## config.mk

```make
export PLATFORM = sky130hd
export DESIGN_NAME = pcm_decode_flat
export DESIGN_NICKNAME = d
export VERILOG_FILES = /design/src/rtl/pcm_decode_if.sv /design/src/rtl/pcm_decode.sv /design/src/flat_wrapper.sv
export SDC_FILE = /design/constraint.sdc
export NUM_CORES = 1
export LEC_CHECK = 0
export ABC_AREA = 1
export CORE_ASPECT_RATIO = 1.1
export CORE_UTILIZATION = 50
export DETAILED_ROUTE_END_ITERATION = 8
export GPL_TIMING_DRIVEN = 0
export HOLD_SLACK_MARGIN = 0.06
export PLACE_DENSITY = 0.79
export SLEW_MARGIN = 0
export SYNTH_ARGS = -nofsm -noshare
export SYNTH_HDL_FRONTEND = slang
export SYNTH_SLANG_ARGS = --single-unit
```

## constraint.sdc

```tcl
create_clock -name clkAD -period 1.74 [get_ports clkAD]
set_input_delay 0.435 -clock clkAD [delete_from_list [all_inputs] [get_ports clkAD]]
set_output_delay 0.435 -clock clkAD [all_outputs]
set_load 0.05 [all_outputs]
```

## src/rtl/pcm_decode_if.sv

```systemverilog
// Serial PCM code-bit input plus the valid/ready linear-sample output of the
// receive-side PCM expander.
interface pcm_decode_if;
   logic        bit_in;
   logic        bit_valid;
   logic        frame_start;
   logic        out_ready;
   logic        out_valid;
   logic [7:0]  pcm_code;
   logic [12:0] lin_out;
   logic        overrun;

   modport master (
      output bit_in, bit_valid, frame_start, out_ready,
      input  out_valid, pcm_code, lin_out, overrun
   );

   modport slave (
      input  bit_in, bit_valid, frame_start, out_ready,
      output out_valid, pcm_code, lin_out, overrun
   );
endinterface

```

## src/rtl/pcm_decode.sv

```systemverilog
// Receive-side PCM expander: assembles serial code bits into 8-bit words, expands
// them to 13-bit sign-magnitude samples and holds them on a valid/ready output.
module pcm_decode #(
   parameter int MSB_FIRST   = 1,
   parameter int INVERT_EVEN = 0
) (
   input  logic         clkAD,
   input  logic         reset,
   pcm_decode_if.slave  bus
);

   localparam logic [7:0] INV_MASK = (INVERT_EVEN != 0) ? 8'h55 : 8'h00;

   function automatic logic [12:0] expand(input logic [7:0] c);
      logic [2:0]  s;
      logic [3:0]  m;
      logic [11:0] mag;
      s = c[6:4];
      m = c[3:0];
      if (s == 3'd0) begin
         mag = {7'd0, m, 1'b1};
      end else begin
         mag = {6'd0, 1'b1, m, 1'b1} << (s - 3'd1);
      end
      return {c[7], mag};
   endfunction

   logic [7:0]  asm_q, asm_d;
   logic [2:0]  cnt_q, cnt_d;
   logic        done_q, done_d;
   logic [7:0]  word_q, word_d;
   logic        vld_q, vld_d;
   logic [7:0]  code_q, code_d;
   logic [12:0] lin_q, lin_d;
   logic        ovr_q, ovr_d;

   logic [2:0]  pos_cnt;
   logic [2:0]  bit_idx;

   // Assembly stage: a frame_start bit restarts the word at count 0.
   always_comb begin
      asm_d   = asm_q;
      cnt_d   = cnt_q;
      done_d  = 1'b0;
      word_d  = word_q;
      pos_cnt = (bus.bit_valid && bus.frame_start) ? 3'd0 : cnt_q;
      bit_idx = (MSB_FIRST != 0) ? (3'd7 - pos_cnt) : pos_cnt;
      if (bus.bit_valid) begin
         asm_d          = (pos_cnt == 3'd0) ? 8'h00 : asm_q;
         asm_d[bit_idx] = bus.bit_in;
         if (pos_cnt == 3'd7) begin
            done_d = 1'b1;
            word_d = asm_d ^ INV_MASK;
            cnt_d  = 3'd0;
         end else begin
            cnt_d  = pos_cnt + 3'd1;
         end
      end
   end

   // Output stage: a completed word loads unless the held one is stuck.
   always_comb begin
      vld_d  = vld_q;
      code_d = code_q;
      lin_d  = lin_q;
      ovr_d  = ovr_q;
      if (done_q) begin
         if (vld_q && !bus.out_ready) begin
            ovr_d = 1'b1;
         end else begin
            vld_d  = 1'b1;
            code_d = word_q;
            lin_d  = expand(word_q);
         end
      end else if (vld_q && bus.out_ready) begin
         vld_d = 1'b0;
      end
   end

   always_ff @(posedge clkAD) begin
      if (!reset) begin
         asm_q  <= 8'h00;
         cnt_q  <= 3'd0;
         done_q <= 1'b0;
         word_q <= 8'h00;
         vld_q  <= 1'b0;
         code_q <= 8'h00;
         lin_q  <= 13'h0000;
         ovr_q  <= 1'b0;
      end else begin
         asm_q  <= asm_d;
         cnt_q  <= cnt_d;
         done_q <= done_d;
         word_q <= word_d;
         vld_q  <= vld_d;
         code_q <= code_d;
         lin_q  <= lin_d;
         ovr_q  <= ovr_d;
      end
   end

   assign bus.out_valid = vld_q;
   assign bus.pcm_code  = code_q;
   assign bus.lin_out   = lin_q;
   assign bus.overrun   = ovr_q;

endmodule
```

## src/flat_wrapper.sv

```systemverilog
// flat-port wrapper written by rule: the top's interface ports become plain ports
module pcm_decode_flat 
#(
   parameter int MSB_FIRST   = 1,
   parameter int INVERT_EVEN = 0
)
  (clkAD, reset, bus_bit_in, bus_bit_valid, bus_frame_start, bus_out_ready, bus_out_valid, bus_pcm_code, bus_lin_out, bus_overrun);
  pcm_decode_if bus_i ();
  input  logic clkAD;
  input  logic reset;
  input wire logic [$bits(bus_i.bit_in)-1:0] bus_bit_in;
  input wire logic [$bits(bus_i.bit_valid)-1:0] bus_bit_valid;
  input wire logic [$bits(bus_i.frame_start)-1:0] bus_frame_start;
  input wire logic [$bits(bus_i.out_ready)-1:0] bus_out_ready;
  output wire logic [$bits(bus_i.out_valid)-1:0] bus_out_valid;
  output wire logic [$bits(bus_i.pcm_code)-1:0] bus_pcm_code;
  output wire logic [$bits(bus_i.lin_out)-1:0] bus_lin_out;
  output wire logic [$bits(bus_i.overrun)-1:0] bus_overrun;
  assign bus_i.bit_in = bus_bit_in;
  assign bus_i.bit_valid = bus_bit_valid;
  assign bus_i.frame_start = bus_frame_start;
  assign bus_i.out_ready = bus_out_ready;
  assign bus_out_valid = bus_i.out_valid;
  assign bus_pcm_code = bus_i.pcm_code;
  assign bus_lin_out = bus_i.lin_out;
  assign bus_overrun = bus_i.overrun;
  pcm_decode #(.MSB_FIRST(MSB_FIRST), .INVERT_EVEN(INVERT_EVEN)) u_core (.clkAD(clkAD), .reset(reset), .bus(bus_i));
endmodule
```

==> results.tsv <==
stage	metric	value	unit
sta	skew	0.00557	ns
critical_path	type_of_the_worst_setup_path	reg2out	
grt	antenna_violations_before_repair	0	
critical_path	critPathMaxFanout	3	
cells_and_area	area.growth.synth_to_final	23.1	%
critical_path	critPathArrivalTime	1.23	ns
grt	first_global_vias	1739	
status	outcome	completed	
hold_path	hold_path_class	reg2reg	
sta	setup_viol_count_final	0	
pwr	total_leakage_power	0.00119	uW
floorplanning	fp.dieH	68.3	um
sta	layout_min_cycle_time	1.67	ns
grt	grt_max_degree	12	
placed_design	hpwl_after_dpl	3.22	mm
yosys	synth_cell_area	2000	sq um
routing	detail-route-antenna-nets	0	
sta	clock.fmax	0.599	GHz
cells_and_area	final_nets	344	
floorplanning	fp.dieArea	4250	sq um
critical_path	startpoint_type	flop	
routing	route.detailed.vias_per_inst	5.07	
floorplanning	initial_utilization	53.4	%
yosys	mappedNetlistNets	306	
yosys	yosysWarningCount	0	
placed_design	finalWeightedCongestion	0.894	
floorplanning	placeableCoreArea	3740	sq um
yosys	post_synth_num_cell_types	20	
yosys	post-synth-top-area-cell	dfxtp_1	
routing	wirelength_per_cell	11.6	um
yosys	ys_top_cells_by_area	dfxtp_1 (41%), nand2_1 (14%), a21oi_1 (8.0%)	
cells_and_area	finish.utilization	65.7	%
pwr	maximum_vdd_drop	0.000375	V
run	number_of_violations_of_the_max_capacitance_limit	0	
cells_and_area	layout.cells.most_common_list	nand2_1 (71), dfxtp_1 (41), inv_1 (34), a21oi_1 (32), nand3_1 (27)	
critical_path	timing.critical_path.buf_inv	2	
sta	layout_worst_path_cycle_share	95.9	%
clocking	cts_tree	done	
clocking	clock_tree.htree_level_count	2	
cells_and_area	layout.cells.most_common	nand2_1	
pwr	power_per_cell_area	682	nW/um^2
critical_path	cp_slowest_cell	clkdlybuf4s15_1	
cells_and_area	antenna_cells_inserted	0	
routing	route.final.wire_length	4.41	mm
grt	sum_of_overflow_across_all_layers_after_global_routing	0	
sta	max_slew_margin	65.8	%
critical_path	critical-path-max-stage-delay	0.48	ns
pwr	post-layout-total-power	1680	uW
routing	route.vias.total	1930	
floorplanning	pin_count	29	
routing	drc	0	
clocking	cts-root-to-sink-buffers	2	
sta	number_of_hold_violations_in_the_final_report	0	
yosys	synth_top_area_share	41.1	%
critical_path	crit_chain	buf_4 -> clkdlybuf4s15_1	
floorplanning	floorplan.rows	23	
sta	rsz0062_at_grt	yes	
grt	wire_length_of_the_first_global_routing_pass	7.39	mm
clocking	number_of_sinks_handled_by_clock_tree_synthesis	41	
clocking	numCtsBuffers	5	
critical_path	worst_setup_path_end_kind	primary output	
yosys	seq_area_frac_synth	41.1	%
critical_path	timing.critical_path.max_delay_family	buffers and inverters	
clocking	clock_root_buffer_master	clkbuf_8	
clocking	worst_setup_hold_path_clk_slew	0.07	ns
yosys	postSynthAreaPerCell	6.79	sq um
yosys	synth.ff_latch_count	41	
clocking	latest_clock_arrival_within_the_worst_skew_pair	0.29	ns
sta	setup_slack	0.0707	ns
sta	finalMaxSlewViolations	0	
routing	drt_pass1_iterations	4	
clocking	post_cts_hold_buffer_count	0	
yosys	netlist_instances	294	
grt	global_route.usage.total	22.7	%
placed_design	port_buffers	28	
floorplanning	die_width	62.3	um
sta	timing_worst_slew_pin_value	0.513	ns
routing	drt_iter0_drc	85	
placed_design	placement.setup.worst_slack	-0.377	ns
critical_path	worstPathRequired	1.30	ns
cells_and_area	post_route_cells_drive_above_1_share	11.5	%
[logic make-up (layout without fill, tap and decap cells)]
family	Yosys count	count (layout)	synth area share (%)
compound gates	61	61	15.9
buf+inv	50	87	9.96
flops	41	41	41.1
simple gates	136	136	29.3
fa+ha+maj	6	6	3.76
[layout make-up]
class                      count  area (sq um)
fill                         359          1280
multi-input combinational    203          1020
sequential                    41           821
timing repair buffer          31           274
inverter                      39           150
clock buffer                   5          68.8
tap                           50          62.6
buffer                        11          55.1
clock inverter                 1          5.00
[layer usage]
metal | GRT usage (%) | vias up | share of wire, %
li1 | - | 1010 | -
met1 | 23.5 | 861 | 44
met2 | 43.5 | 51 | 50
met3 | 5.67 | 8 | 3.9
met4 | 11.3 | 0 | 1.8
met5 | 0 | - | 0
[report_power, final]
part	leakage (uW)	total (uW)	internal [uW]	switching [uW]
clock	0.0000399	561	264	297
sequential	0.000332	970	956	14.9
combinational	0.000819	146	50.2	95.6
[state kept, by name, summed over array words and instances (netlist names)]
register,count
u_core.asm_q,7
u_core.bus.lin_out,13
u_core.bus.out_valid,1
u_core.bus.overrun,1
u_core.bus.pcm_code,7
u_core.cnt_q,3
u_core.done_q,1
u_core.word_q,8
[Yosys cell counts]
cell type and instances:
nand3_1 27, buf_2 3, o211ai_1 1, buf_4 2
inv_2 3, o21a_1 1, a21oi_1 32, nor2_1 24
ha_1 6, inv_1 36, dfxtp_1 41, nor2_2 4
nand3_2 2, nand2_2 7, a21boi_0 2, o21ai_1 5
a211oi_1 1, nand2_1 72, o21ai_0 19, clkbuf_1 6
[worst register-to-register path, cell delays in order, from the launching register on]
cell and delay [ns]:
dfxtp_1 0.33, buf_4 0.17, clkinvlp_4 0.15, ha_2 0.23, nand2_1 0.12, inv_1 0.08, nor2_4 0.13, nor2_4 0.07
nand2_1 0.07, nand3_1 0.07, nand2_1 0.06, inv_1 0.04
[per-stage QoR]
| step | TNS (ns) | hold WS (ns) | area, sq um | cells |
|---|---|---|---|---|
| 6_report | 0 | 0.460 | 2460 | 381 |
| 5_1_grt | -0.0303 | 0.480 | 2460 | 381 |
| 4_1_cts | 0 | 0.465 | 2400 | 379 |
| 3_5_place_dp | -3.91 | 0.456 | 2340 | 372 |
| 3_3_place_gp | -3.05 | 0.449 | 2340 | 372 |
| 2_1_floorplan | 0 | 0.462 | 2000 | 294 |
[path summary, 6_finish.rpt]
check | startpoint | end | slack (ns) | depth (start not counted)
worst max-delay path | u_core.bus.lin_out[12] | bus_pcm_code[7] | 0.07 | 2
worst max register to register | u_core.word_q[4] | u_core.bus.lin_out[4] | 0.11 | 11
worst min register to register | u_core.bus.lin_out[7] | u_core.bus.lin_out[7] | 0.46 | 2
worst min-delay path | u_core.bus.lin_out[7] | u_core.bus.lin_out[7] | 0.46 | 2
[repair_timing]
action,CTS,global route
setup buffers,1,2
endpoints found under the setup margin,30,14
gates resized for setup,27,14
pin swaps,1,0
Power figures use the tool's default switching activity.
